**config.mk**
```make
export PLATFORM = sky130hd
export DESIGN_NAME = muldiv_sequencer
export DESIGN_NICKNAME = d
export VERILOG_FILES = /design/src/rtl/muldiv_sequencer.sv
export SDC_FILE = /design/constraint.sdc
export NUM_CORES = 1
export LEC_CHECK = 0
export CORE_AREA = 2 2 220 222
export DETAILED_ROUTE_END_ITERATION = 10
export DIE_AREA = 0 0 222 224
export DONT_BUFFER_PORTS = 1
export PLACE_DENSITY_LB_ADDON = 0.08
export SLEW_MARGIN = 20
export SYNTH_ARGS = -nofsm -noshare
export SYNTH_HDL_FRONTEND = slang
export SYNTH_SLANG_ARGS = --single-unit
```
**constraint.sdc**
```tcl
create_clock -name clk -period 5.5 [get_ports clk]
set_input_delay 1.1 -clock clk [delete_from_list [all_inputs] [get_ports clk]]
set_output_delay 1.1 -clock clk [all_outputs]
set_load 0.02 [all_outputs]
```
**src/rtl/muldiv_sequencer.sv**
```systemverilog
// Iterative multiply/divide sequencer owning the HI/LO registers.
// Shift-add multiply or restoring divide, one step per cycle over W cycles, then a sign-fixup cycle.
module muldiv_sequencer #(
  parameter int           W      = 32,
  parameter logic [W-1:0] HI_RST = '0,
  parameter logic [W-1:0] LO_RST = '0
) (
  input  logic         clk,
  input  logic         reset,
  input  logic         start_in,
  input  logic [2:0]   op_in,
  input  logic [W-1:0] a_in,
  input  logic [W-1:0] b_in,
  input  logic         read_req_in,
  output logic         stall_out,
  output logic         busy_out,
  output logic         done_out,
  output logic [W-1:0] hi_out,
  output logic [W-1:0] lo_out
);

  localparam int CW = (W > 1) ? $clog2(W) : 1;

  typedef enum logic [1:0] {IDLE, RUN, FIXUP} state_t;

  state_t         state;
  logic [CW-1:0]  cnt;
  logic           op_div;
  logic           neg_main;
  logic           neg_rem;
  logic           b_zero;
  logic [W-1:0]   a_orig;
  logic [W-1:0]   dvs;
  logic [W-1:0]   acc_hi;
  logic [W-1:0]   acc_lo;

  logic signed [W-1:0] a_s;
  logic signed [W-1:0] b_s;
  logic                sgn_op;
  logic                a_neg;
  logic                b_neg;
  logic [W:0]          mul_sum;
  logic [W:0]          div_shift;
  logic [W-1:0]        div_rem;
  logic                div_ge;
  logic [2*W-1:0]      prod_fix;
  logic [W-1:0]        fix_hi;
  logic [W-1:0]        fix_lo;

  function automatic logic [W-1:0] neg_if(input logic [W-1:0] x, input logic neg);
    neg_if = neg ? (~x + 1'b1) : x;
  endfunction

  function automatic logic [2*W-1:0] neg_if_wide(input logic [2*W-1:0] x, input logic neg);
    neg_if_wide = neg ? (~x + 1'b1) : x;
  endfunction

  assign a_s    = a_in;
  assign b_s    = b_in;
  assign sgn_op = ~op_in[0];
  assign a_neg  = sgn_op & (a_s < 0);
  assign b_neg  = sgn_op & (b_s < 0);

  assign busy_out  = (state != IDLE);
  assign stall_out = busy_out & (start_in | read_req_in);

  always_comb begin
    mul_sum   = {1'b0, acc_hi} + (acc_lo[0] ? {1'b0, dvs} : {(W+1){1'b0}});
    div_shift = {acc_hi, acc_lo[W-1]};
    div_ge    = (div_shift >= {1'b0, dvs});
    // Partial remainder is always below the divisor, so W bits hold the difference.
    div_rem   = div_shift[W-1:0] - dvs;
  end

  always_comb begin
    prod_fix = neg_if_wide({acc_hi, acc_lo}, neg_main);
    fix_hi   = prod_fix[2*W-1:W];
    fix_lo   = prod_fix[W-1:0];
    if (op_div) begin
      if (b_zero) begin
        fix_hi = a_orig;
        fix_lo = '1;
      end else begin
        fix_hi = neg_if(acc_hi, neg_rem);
        fix_lo = neg_if(acc_lo, neg_main);
      end
    end
  end

  always_ff @(posedge clk) begin
    if (reset) begin
      state    <= IDLE;
      cnt      <= '0;
      hi_out   <= HI_RST;
      lo_out   <= LO_RST;
      done_out <= 1'b0;
    end else begin
      done_out <= 1'b0;
      case (state)
        IDLE: begin
          if (start_in) begin
            case (op_in)
              3'b000, 3'b001, 3'b010, 3'b011: begin
                state    <= RUN;
                cnt      <= CW'(W - 1);
                op_div   <= op_in[1];
                neg_main <= a_neg ^ b_neg;
                neg_rem  <= a_neg;
                b_zero   <= (b_in == '0);
                a_orig   <= a_in;
                acc_hi   <= '0;
                // Multiply: acc_lo holds the multiplier; divide: acc_lo holds the dividend.
                acc_lo   <= op_in[1] ? neg_if(a_in, a_neg) : neg_if(b_in, b_neg);
                dvs      <= op_in[1] ? neg_if(b_in, b_neg) : neg_if(a_in, a_neg);
              end
              3'b100:  hi_out <= a_in;
              3'b101:  lo_out <= a_in;
              default: ;
            endcase
          end
        end
        RUN: begin
          if (!op_div) begin
            acc_hi <= mul_sum[W:1];
            acc_lo <= {mul_sum[0], acc_lo[W-1:1]};
          end else begin
            acc_hi <= div_ge ? div_rem : div_shift[W-1:0];
            acc_lo <= {acc_lo[W-2:0], div_ge};
          end
          cnt <= cnt - 1'b1;
          if (cnt == '0) state <= FIXUP;
        end
        FIXUP: begin
          hi_out   <= fix_hi;
          lo_out   <= fix_lo;
          done_out <= 1'b1;
          state    <= IDLE;
        end
        default: state <= IDLE;
      endcase
    end
  end

endmodule

```
# Word level (Yosys, flattened, before mapping)
# Index checks and enable logic that the tools add are counted.
dict set report op_classes {
  bitwise 12
  mux 35
  reduce_logical 14
  n_eq_ne 12
  add_sub_neg 8
  order_cmp 3
}
# cell count
set ops {}
lappend ops {{$mux W32} 22}
lappend ops {{$pmux W32 S2} 4}
lappend ops {{$add A32 B1 Y32 const B} 4}
lappend ops {{$not A32 Y32} 4}
lappend ops {{$add A64 B1 Y64 const B} 1}
lappend ops {{$lt A32 B1 Y1 const B} 2}
lappend ops {{$mux W64} 1}
lappend ops {{$not A64 Y64} 1}
lappend ops {{$add A32 B32 Y33} 1}
lappend ops {{$ge A33 B32 Y1} 1}
lappend ops {{$logic_not A32 Y1} 1}
lappend ops {{$sub A32 B32 Y32} 1}
lappend ops {{$reduce_and A3 Y1} 4}
lappend ops {{$mux W5} 2}
lappend ops {{$pmux W5 S2} 1}
lappend ops {{$reduce_and A4 Y1} 2}
lappend ops {{$eq A3 B2 Y1 const B} 2}
lappend ops {{$eq A3 B3 Y1 const B} 2}
lappend ops {{$mux W2} 3}
lappend ops {{$ne A2 B1 Y1 const B} 3}
lappend ops {{$reduce_bool A2 Y1} 3}
lappend ops {{$logic_not A5 Y1} 1}
lappend ops {{$sub A5 B1 Y5 const B} 1}
lappend ops {{$ne A2 B2 Y1 const B} 2}
lappend ops {{other kinds (12)} 15}
dict set report totals {
  inputBits 71
  out_inout_bits 67
  word_cells 97
  register_bits 204
}

# Depth between registers and ports, before layout
# Gate-level depths: netlist of run 1.
dict set report depth {
  ltp_word 7
  mapped_depth 16
  mapped_depth_nobuf 13
}

# Least setup slack after synthesis of run 1
# OpenSTA, ideal clock, no wires.
dict set report synth_timing {
  path_kind {in2reg}
  start {input reset}
  end {register acc_hi[0] (enable)}
  arrival_ns 4.371
  path_slack_ns 0.643
  stages 4
  n_path_buf 3
  required_ns 5.014
  path_cell_list {clkbuf_1 -> clkbuf_1 -> clkbuf_1 -> nor2_1}
}
dict set report synth_via {
  elab_chain_len 2
}
# item line_no
set synth_rtl {}
lappend synth_rtl {{from (decl)} 9} ;# input logic reset,
lappend synth_rtl {{$not A1 Y1 (no line)} n/a}
lappend synth_rtl {{$reduce_and A4 Y1 (no line)} n/a}
lappend synth_rtl {{to (signal assigned)} 124} ;# acc_hi <= mul_sum[W:1];
lappend synth_rtl {{to (signal assigned)} 127} ;# acc_hi <= div_ge ? div_rem : div_shift[W-1:0];
lappend synth_rtl {{to (decl)} 34} ;# logic [W-1:0] acc_hi;
# No other way between the ends.
# A chain may end at the register's enable or synchronous reset.

# Final worst setup path of run 1
dict set report layout_timing {
  start {register acc_lo[0]}
  end {register acc_hi[31] (data pin)}
}
dict set report layout_via {
  elab_chain_len 4
}
# item line_no
set layout_rtl {}
lappend layout_rtl {{from (decl)} 35} ;# logic [W-1:0] acc_lo;
lappend layout_rtl {{from (signal assigned)} 113} ;# acc_lo <= op_in[1] ? neg_if(a_in, a_neg) : neg_if(b_in, b_neg);
lappend layout_rtl {{from (signal assigned)} 125} ;# acc_lo <= {mul_sum[0], acc_lo[W-1:1]};
lappend layout_rtl {{from (signal assigned)} 128} ;# acc_lo <= {acc_lo[W-2:0], div_ge};
lappend layout_rtl {{$mux W32} 68} ;# mul_sum = {1'b0, acc_hi} + (acc_lo[0] ? {1'b0, dvs} : {(W+1){1'b0}});
lappend layout_rtl {{$add A32 B32 Y33} 68}
lappend layout_rtl {{$mux W32} 123} ;# if (!op_div) begin
lappend layout_rtl {{$pmux W32 S2} 99} ;# case (state)
# No other way between the ends.

==> metrics.md, run 1 <==
| Metric | Value |
|---|---|
| Pre-antenna DRT Iters | `5` |
| Initial antenna violation count | `11` |
| I/O pin total | `~140` |
| Status | `finished clean` |
| Initial Utilization | `34.80%` |
| RSZ-0062 raised after global routing | `no` |
| Max-cap check violation count | `0` |
| Die Ht | `224 um` |
| Fin crit period | `4.359 ns` |
| Final non-filler cell total | `2539` |
| Clock buffer count from CTS | `27` |
| Final Cell Area | `17920 um^2` |
| Placed cell count | `2483` |
| DIE AREA | `49730 um^2` |
| Site row count | `80` |
| Clock sink count | `204` |
| Max Slew Vio Count | `0` |
| Top FF cell, synth | `edfxtp_1` |
| CTS max path bufs | `3` |
| Commonest non-fill, non-tap cell in the layout | `nor2_1` |
| Top achievable clock speed | `0.2294 GHz` |
| CTS tree | `built` |
| PortBufs | `0` |
| Leakage | `6.523 nW` |
| Pin count of the biggest net entering global routing | `130` |
| Clk_lat worst skew | `0.58 ns` |
| Vias | `15220` |
| Worst path required time | `just under 6 ns` |
| DR WL/cell | `26.46 um` |
| Most frequent cells in the layout | `219 x nor2_1, 186 x a21oi_1, 133 x o21ai_0, 132 x edfxtp_1, 124 x nand2_1` |
| Worst hold path class | `reg2reg` |
| Gpl congestion | `0.8897` |
| Power per cell area | `266.2 nW/um^2` |
| Critical Path Start Type | `flip-flop` |
| Total negative slack | `0 ns` |
| DRT Wirelength | `67.19 mm` |
| CP max FO | `31` |
| GRT Util Overall | `26.36%` |
| Post-Synthesis Cells | `1966` |
| Setup CP Type | `reg2reg` |
| Core area | `47350 um^2` |
| Share of layout cells above drive strength 1 | `6.410%` |
| Ys async rst share | `0%` |
| FILL cells | `4876` |
| Total global routing overflow | `0` |
| Cells along the critical path | `clkinv_1 > buf_4 > nor2_1 > fa_1 > a21oi_1 > o221ai_1 > o2111ai_1 > nand2_1 > a311o_1 > a21o_1 > a21oi_1 > o21ai_0 > a41oi_1 > o22ai_1` |
| Avg Inst Size Synth | `roughly 8.4 um^2` |
| Vias/cell | `approximately 6` |
| CP dominant cell by count | `a21oi_1` |
| Drt drc | `0` |
| Clock skew | `0.01164 ns` |
| Slew HR | `38.84%` |
| Syn nets | `2109` |
| Synth Cell Area | `around 16000 um^2` |
| Hold-fix buffers at CTS | `0` |
| Flops & latches, synth | `204` |
| First-iteration detailed-routing DRC count | `between 1000 and 1500` |
| Peak VDD IR | `0.2316 mV` |
| Fin. Hold Viols | `0` |
| Post-synth EDFFs | `~130` |
| Critical Path AT | `~4.7 ns` |
| Final ANT Viol Nets | `0` |
| Nets@finish | `2041` |
| Distinct cells, synth | `80` |
| Final worst-path cycle share | `79.26%` |
| Placed Area | `17020 um^2` |
| Crit path capture type | `flip-flop` |
| Clk slew on worst S/H paths | `0.06 ns` |
| Layout area overhead | `8.732%` |
| Slowest stage delay, CP | `0.47 ns` |
| Actual slew at the worst max-slew pin | `0.9141 ns` |
| Setup-failing EPs final | `0` |
| PostCTS Resize Cnt | `0` |
| Vias in the first global route | `~15000` |
| Seq/Total Area, Yosys | `roughly a third` |
| Slowest cell on the critical path | `o2111ai_1` |
| CTS root buf | `clkbuf_16` |
| Post-CTS Repair Setup Buffers | `0` |
| Post-DP HPWL | `roughly 50 mm` |
| Horiz. Die Dim | `222 um` |
| Ys Warns | `0` |
| Level count of the clock H-tree | `1` |
| First-pass GRT wire length | `98.26 mm` |
final cells by class:
cell class	instances	area, um^2	area share [%]
diodes	5	12.51	0.06984
clock buffers	43	785.8	4.386
clock inverters	7	73.82	0.4120
inverters	81	304.0	1.697
multi-input cells	1552	10300	57.49
flip-flops and latches	204	5405	30.17
well taps	615	769.5	4.295
repair buffers	32	265.3	1.481
sequential cells by signal, indices dropped and copies added, names as in the netlist:
register / count
lo_out: 32
done_out: 1
a_orig: 32
acc_hi: 32
dvs: 32
cnt: 5
state: 2
op_div: 1
b_zero: 1
neg_main: 1
acc_lo: 32
neg_rem: 1
hi_out: 32
final timing paths:
check / slack [ns] / end / cells after the start / start
setup / recovery: 1.14 / acc_hi[31] / 14 / acc_lo[0]
hold / removal: 0.55 / cnt[0] / 2 / cnt[0]
setup reg to reg: 1.14 / acc_hi[31] / 14 / acc_lo[0]
hold reg to reg: 0.55 / cnt[0] / 2 / cnt[0]
cells in the mapped netlist (6+ instances only):
cell type  count  area, um^2
nor3_1        44       220.2
inv_1         79       296.5
nor4_1        19       118.9
nand2b_1      21       131.4
nor2b_1       12       75.07
xnor2_1       84       735.7
clkbuf_1      99       371.6
buf_1         19       71.32
mux2i_1      100        1001
nor2_1       222       833.3
a21oi_1      186       930.9
a31oi_1       30       187.7
or3_1         24       150.1
o31ai_1       24       180.2
dfxtp_1       72        1441
o21a_1        11       82.58
mux2_2         9       101.4
o22ai_1        6       37.54
edfxtp_1     132        3964
o21bai_1       8       60.06
o211ai_1      25       187.7
xor2_1        87       762.0
or2_2         13       81.33
o41ai_1       10       87.58
nand2_1      124       465.5
o21ai_0      133       665.6
a311oi_1       6       52.55
ha_1          70       875.8
and3_1        11       68.82
nand3_1       44       220.2
a211oi_1      37       277.8
nand4_1       18       112.6
buf_2         10       50.05
a21o_1        22       165.2
a221oi_1      48       420.4
o221ai_1      10       87.58
per-stage QoR:
step / hold slack (ns) / power (W) / utilization, % / worst slack, ns
after floorplan: 0.4937 / 0.002693 / - / 0.6429
after global placement: 0.5027 / 0.003024 / 35.96 / 1.421
after detailed placement: 0.5312 / 0.003020 / 35.96 / 1.282
after CTS: 0.5420 / 0.004801 / 37.77 / 1.264
after global routing: 0.5703 / 0.004975 / 37.82 / 0.8882
final: 0.5461 / 0.004770 / 37.84 / 1.141
power breakdown:
part           leakage (nW)  internal, W  switching [W]  total, W
Clock                 0.423      0.00102       0.000746   0.00177
Sequential             1.81      0.00175       0.000151   0.00190
Combinational          4.29     0.000414       0.000683   0.00110
critical path, delay by kind of cell (launching register included):
family | cells | cell delay (ns)
AO/OA/AOI/OAI | 9 | 2.43
adder cells (fa/ha/maj) | 1 | 0.44
buffers and inverters | 2 | 0.47
flip-flops | 1 | 0.43
AND/OR/NAND/NOR | 2 | 0.34
logic make-up (layout without fill, tap and decap cells):
kind of cell             after synthesis  count (layout)  synth area share [%]
XOR/XNOR                             171             171                 9.090
multiplexers                         109             109                 6.690
flip-flops                           204             204                 32.80
adder cells (fa/ha/maj)               72              72                 5.559
buffers and inverters                210             163                 4.883
AO/OA/AOI/OAI                        605             605                 23.54
other                                  0               5                     0
AND/OR/NAND/NOR                      595             595                 17.43
metal layers:
layer,global-route usage [%],up-vias,part of all wire [%]
met5,0,-,0.039
met4,9.503,4,3.7
met3,5.863,104,7.7
met2,42.81,507,46
met1,34.40,7429,43
li1,-,7172,-
Power figures use the tool's default switching activity.
==> inputs of run 2 (changes only) <==
==> constraint.sdc (replaced) <==
create_clock -name clk -period 4.3 [get_ports clk]
set_input_delay 0.86 -clock clk [delete_from_list [all_inputs] [get_ports clk]]
set_output_delay 0.86 -clock clk [all_outputs]
set_load 0.02 [all_outputs]
==> run 2 against run 1 <==
  * Critical path depth shrank 1
  * Maximum frequency grew 7.1%
  * Utilization grew 0.89 points
  * Combinational power grew 37%
  * Sequential share of layout area shrank 0.69 points
  * Largest cell class unchanged
  * Global-route usage grew 0.95 points
  * Power grew 34%
  * Clock power grew 40%
  * Final cell count grew 1.5%
  * Worst setup slack lost 0.91 ns
  * Hold slack lost 0.18 ns
==> metrics.md, run 2 (synthesis gave the netlist of run 1 again) <==
| Metric | Value |
|---|---|
| Vias in the first global route | `14920` |
| Horiz. Die Dim | `222 um` |
| Post-DP HPWL | `53.18 mm` |
| First-iteration detailed-routing DRC count | `around 1600` |
| Worst hold path class | `in2reg` |
| Total global routing overflow | `0` |
| Initial Utilization | `between 30% and 40%` |
| DR WL/cell | `roughly 27 um` |
| Vias | `around 16000` |
| Gpl congestion | `between 0.8 and 0.9` |
| PortBufs | `0` |
| CTS max path bufs | `3` |
| Slowest stage delay, CP | `approximately 0.44 ns` |
| Drt drc | `0` |
| Final non-filler cell total | `between 2000 and 3000` |
| Hold path endpoint | `a_orig[7]` |
| Nets@finish | `2083` |
| Clock sink count | `slightly above 200` |
| Top achievable clock speed | `0.2458 GHz` |
| Clk_lat worst skew | `0.59 ns` |
| Leakage | `6.790 nW` |
| Net Sw Frac | `32.99%` |
| RSZ-0062 raised after global routing | `no` |
| Most frequent cells in the layout | `219 x nor2_1, 186 x a21oi_1, 133 x o21ai_0, 132 x edfxtp_1, 124 x nand2_1` |
| Max-cap check violation count | `0` |
| First-pass GRT wire length | `101.4 mm` |
| Clock group share of total power | `between 30 and 40%` |
| Fin crit period | `about 4 ns` |
| Pre-antenna DRT Iters | `9` |
| Placed cell count | `2526` |
| Power per cell area | `between 300 and 400 nW/um^2` |
| Core area | `about 47000 um^2` |
| Layout area overhead | `11.29%` |
| Critical Path AT | `4.39 ns` |
| Post-CTS Repair Setup Buffers | `0` |
| Share of layout cells above drive strength 1 | `8.873%` |
| R2R Path Start | `acc_lo[0]` |
| DRT Wirelength | `between 60 and 70 mm` |
| Setup CP Type | `reg2reg` |
| Worst hold path startpoint | `a_in[7]` |
| Initial antenna violation count | `5` |
| P_sw | `0.002107 W` |
| Total negative slack | `0 ns` |
| Setup-failing EPs final | `0` |
| I/O pin total | `138` |
| Combinational Power Share | `23.6%` |
| Worst path required time | `4.62 ns` |
| R2R setup slack | `about 0.23 ns` |
| Internal power | `0.004280 W` |
| Die Ht | `224 um` |
| FILL cells | `4818` |
| Slowest cell on the critical path | `edfxtp_1` |
| Peak VDD IR | `0.2705 mV` |
| Vias/cell | `6.068` |
| R2R cell count | `13` |
| # diodes | `0` |
| Area of the multi-input gates | `10300 um^2` |
| Crit path capture type | `flip-flop` |
| Commonest non-fill, non-tap cell in the layout | `nor2_1` |
| Final ANT Viol Nets | `0` |
| CTS root buf | `clkbuf_16` |
| Level count of the clock H-tree | `1` |
| Cells along the critical path | `and2_1 > ha_1 > fa_1 > a21oi_1 > o221ai_1 > o2111ai_1 > nand2_1 > a311o_1 > a21o_1 > a21oi_1 > o21ai_0 > a41oi_1 > o22ai_1` |
| Storage cell area | `~5400 um^2` |
| Clock buffer count from CTS | `27` |
| DIE AREA | `49730 um^2` |
| Clock skew | `between 0.02 and 0.03 ns` |
| Final worst-path cycle share | `94.61%` |
| CP dominant cell by count | `a21oi_1` |
| Pin count of the biggest net entering global routing | `72` |
| Slew HR | `31.66%` |
| Seq pwr share | `37.6%` |
| CTS tree | `built` |
| Max Slew Vio Count | `0` |
| CP max FO | `4` |
| Actual slew at the worst max-slew pin | `1.023 ns` |
| PostCTS Resize Cnt | `0` |
| Critical Path Start Type | `flip-flop` |
| Site row count | `80` |
| Hold Crit Depth | `0` |
| Reg-to-Reg End | `acc_hi[31]` |
| Status | `finished clean` |
| Hold-fix buffers at CTS | `0` |
| GRT Util Overall | `between 20% and 30%` |
| Clk slew on worst S/H paths | `0.06 ns` |
| Fin. Hold Viols | `0` |
==> run 2: cell types whose count changed in the layout (fill, tap and decap cells not counted), moves of 2 or more <==
cell / previous run / this run
clkinv_2: 4 / 1
inv_4: 0 / 2
clkbuf_4: 0 / 2
diode_2: 5 / 0
clkbuf_1: 11 / 3
buf_4: 30 / 72
clkbuf_8: 5 / 7
clkbuf_16: 27 / 32
==> run 2: final cells by class <==
type / count / share of cell area [%]
multi-input cells: 1552 / 56.17
inverters: 81 / 1.658
clock buffers: 44 / 5.035
clock inverters: 6 / 0.3002
flip-flops and latches: 204 / 29.48
repair buffers: 74 / 3.166
well taps: 615 / 4.196
==> run 2: worst max-delay path by stage <==
stage,from,to,cells after the start
2_1_floorplan,reset,acc_hi[0],4
3_3_place_gp,acc_hi[0],acc_hi[31],12
5_1_grt,acc_lo[0],acc_hi[30],14
6_report,acc_lo[0],acc_hi[31],13
4_1_cts,acc_lo[0],acc_hi[31],13
3_5_place_dp,acc_lo[0],acc_hi[31],13
==> run 2: critical path, delay by kind of cell (launching register included) <==
family	cells	cell delay [ns]
AOI/OAI and AO/OA	9	2.37
adders and majority gates	2	0.63
DFF	1	0.44
and+or+nand+nor	2	0.35
==> run 2: power by group through the flow <==
stage / combinational, W / clock, W / sequential [W]
after floorplan: 0.00103 / 0 / 0.00241
after global placement: 0.00149 / 0 / 0.00244
after detailed placement: 0.00149 / 0 / 0.00244
after CTS: 0.00149 / 0.00254 / 0.00240
after global routing: 0.00164 / 0.00259 / 0.00241
final: 0.00151 / 0.00248 / 0.00240
==> run 2: routing by layer <==
metal	wire length [um]	track usage, %
met5	0	0
met4	2968	10.66
met3	4528	3.541
met2	32010	44.59
met1	30080	36.73
==> run 2: stage by stage <==
step	instance area (um^2)	worst slack, ns	utilization (%)	hold WS [ns]	total power, W
final	18340	0.2316	38.73	0.3660	0.006387
after CTS	18340	0.3048	38.73	0.3406	0.006433
after global placement	17360	0.4680	36.66	0.5060	0.003931
after floorplan	16480	0.7542	-	0.4937	0.003443
after global routing	18340	0.05279	38.73	0.3461	0.006645
after detailed placement	17360	0.3351	36.66	0.5142	0.003926
==> patch: new RTL, flow settings as in run 1 <==
Change the parameter `W` from 32 to 16.
--- a/src/rtl/muldiv_sequencer.sv
+++ b/src/rtl/muldiv_sequencer.sv
@@ -1,7 +1,7 @@
 // Iterative multiply/divide sequencer owning the HI/LO registers.
 // Shift-add multiply or restoring divide, one step per cycle over W cycles, then a sign-fixup cycle.
 module muldiv_sequencer #(
-  parameter int           W      = 32,
+  parameter int           W      = 16,
   parameter logic [W-1:0] HI_RST = '0,
   parameter logic [W-1:0] LO_RST = '0
 ) (
Ports: changed (resized a_in, b_in, hi_out and lo_out); port bits go from 138 to 74. No check against the original RTL was run, so the function may have changed too.
==> patch against run 1 <==
Synthesized area down 50%. Die area did not move. Final area down 49%. Final cell count shrank 41%. Routed wire length shrank 49%. Setup slack better by 0.61 ns. Sequential cell count down 97. Total power decreased by 54%. Critical path type unchanged.
==> patch: results (changes against run 1) <==
stage,metric,value,unit,change
global_routing,antenna violations before repair,3,,-8
critical_path,max incr delay on CP,0.66,ns,+0.19 ns
critical_path,worst r2r src,acc_hi[5],,
final_layout,Multi-In Gates,719,,-54%
power_and_ir_drop,Leakage,3.19,nW,-51%
final_layout,Layout clock area frac,3.68,%,-1.1 points
sta,Worst-Margin Slew,0.921,ns,+0.00649 ns
yosys,Synth Area in Adders,6.16,%,+0.60 points
yosys,Netlist cell types,74,,-7.5%
yosys,multiplexer share of the synthesized area,8.73,%,+2.0 points
yosys,Synth area leaders,"edfxtp_1 25%, dfxtp_1 9.6%, mux2i_1 8.5%, ha_1 5.7%, xnor2_1 4.9%",,
critical_path,CP max stage cell,o21ai_2,,
power_and_ir_drop,Clock Power Share,35.4,%,-1.7 points
final_layout,Fillers,5251,,+7.7%
status,status,"complete, no violations",,
place,placer congestion estimate,0.777,,-13%
yosys,Synth Area in XOR/XNOR,8.15,%,-0.94 points
clocking,clock sinks,107,,-48%
worst_hold_path,WHS Endpoint,cnt[1],,
final_layout,CLK BUF,9,,-79%
final_layout,inverters,40,,-51%
final_layout,Data buffer area share,0.989,%,-0.49 points
worst_hold_path,Hold Startpoint,cnt[1],,
critical_path,CP Max Fanout,10,,-68%
routing,via count,6886,,-55%
clocking,Clock Tree Buf Depth,2,,-1
final_layout,Sequential Area,2820,sq um,-48%
final_layout,share of layout cells above drive strength 1,5.82,%,-0.59 points
clocking,# H-tree levels,3,,+2
yosys,post-synthesis compound-gate area fraction,21.4,%,-2.1 points
place,Setup Slack @ Placement,1.75,ns,+0.473 ns
final_layout,multi-input gate share of total cell area,54.2,%,-3.3 points
power_and_ir_drop,Comb group,0.449,mW,-59%
clocking,"CTS clk-pin slew, worst paths",0.09,ns,+0.03 ns
global_routing,vias in the first global route,7173,,-52%
global_routing,first-pass GRT wire length,50.6,mm,-48%
final_layout,Final nets,967,,-53%
place,placed inst area,8770,sq um,-49%
final_layout,number of inserted diodes,1,,-4
global_routing,GRT Total Usage,14.1,%,-12 points
yosys,"EDFF count, synth",68,,-48%
power_and_ir_drop,peak supply drop,0.000145,V,-37%
critical_path,worst r2r dst,acc_hi[5],,
yosys,syn_nets,991,,-53%
==> patch: worst min-delay path, stage by stage (launching register included) <==
cell	delay, ns
dfxtp_1	0.32
inv_1	0.07
a221oi_1	0.07
==> patch: metrics by stage <==
| stage | std cells | hold slack (ns) | utilization, % | total power [mW] |
|---|---|---|---|---|
| global route | 1509 | 0.533 | 19.2 | 2.32 |
| floorplan | 913 | 0.470 | - | 1.31 |
| finish | 1510 | 0.504 | 19.2 | 2.21 |
| detailed placement | 1493 | 0.496 | 18.5 | 1.45 |
| CTS | 1509 | 0.507 | 19.2 | 2.25 |
| global placement | 1493 | 0.485 | 18.5 | 1.46 |
==> patch: layer usage <==
metal | GRT usage [%] | routed length (um) | vias up
met5 | 0 | 0 | -
met4 | 2.90 | 412 | 0
met3 | 2.58 | 1170 | 22
met2 | 24.1 | 16900 | 118
met1 | 18.4 | 16000 | 3409
li1 | - | - | 3337
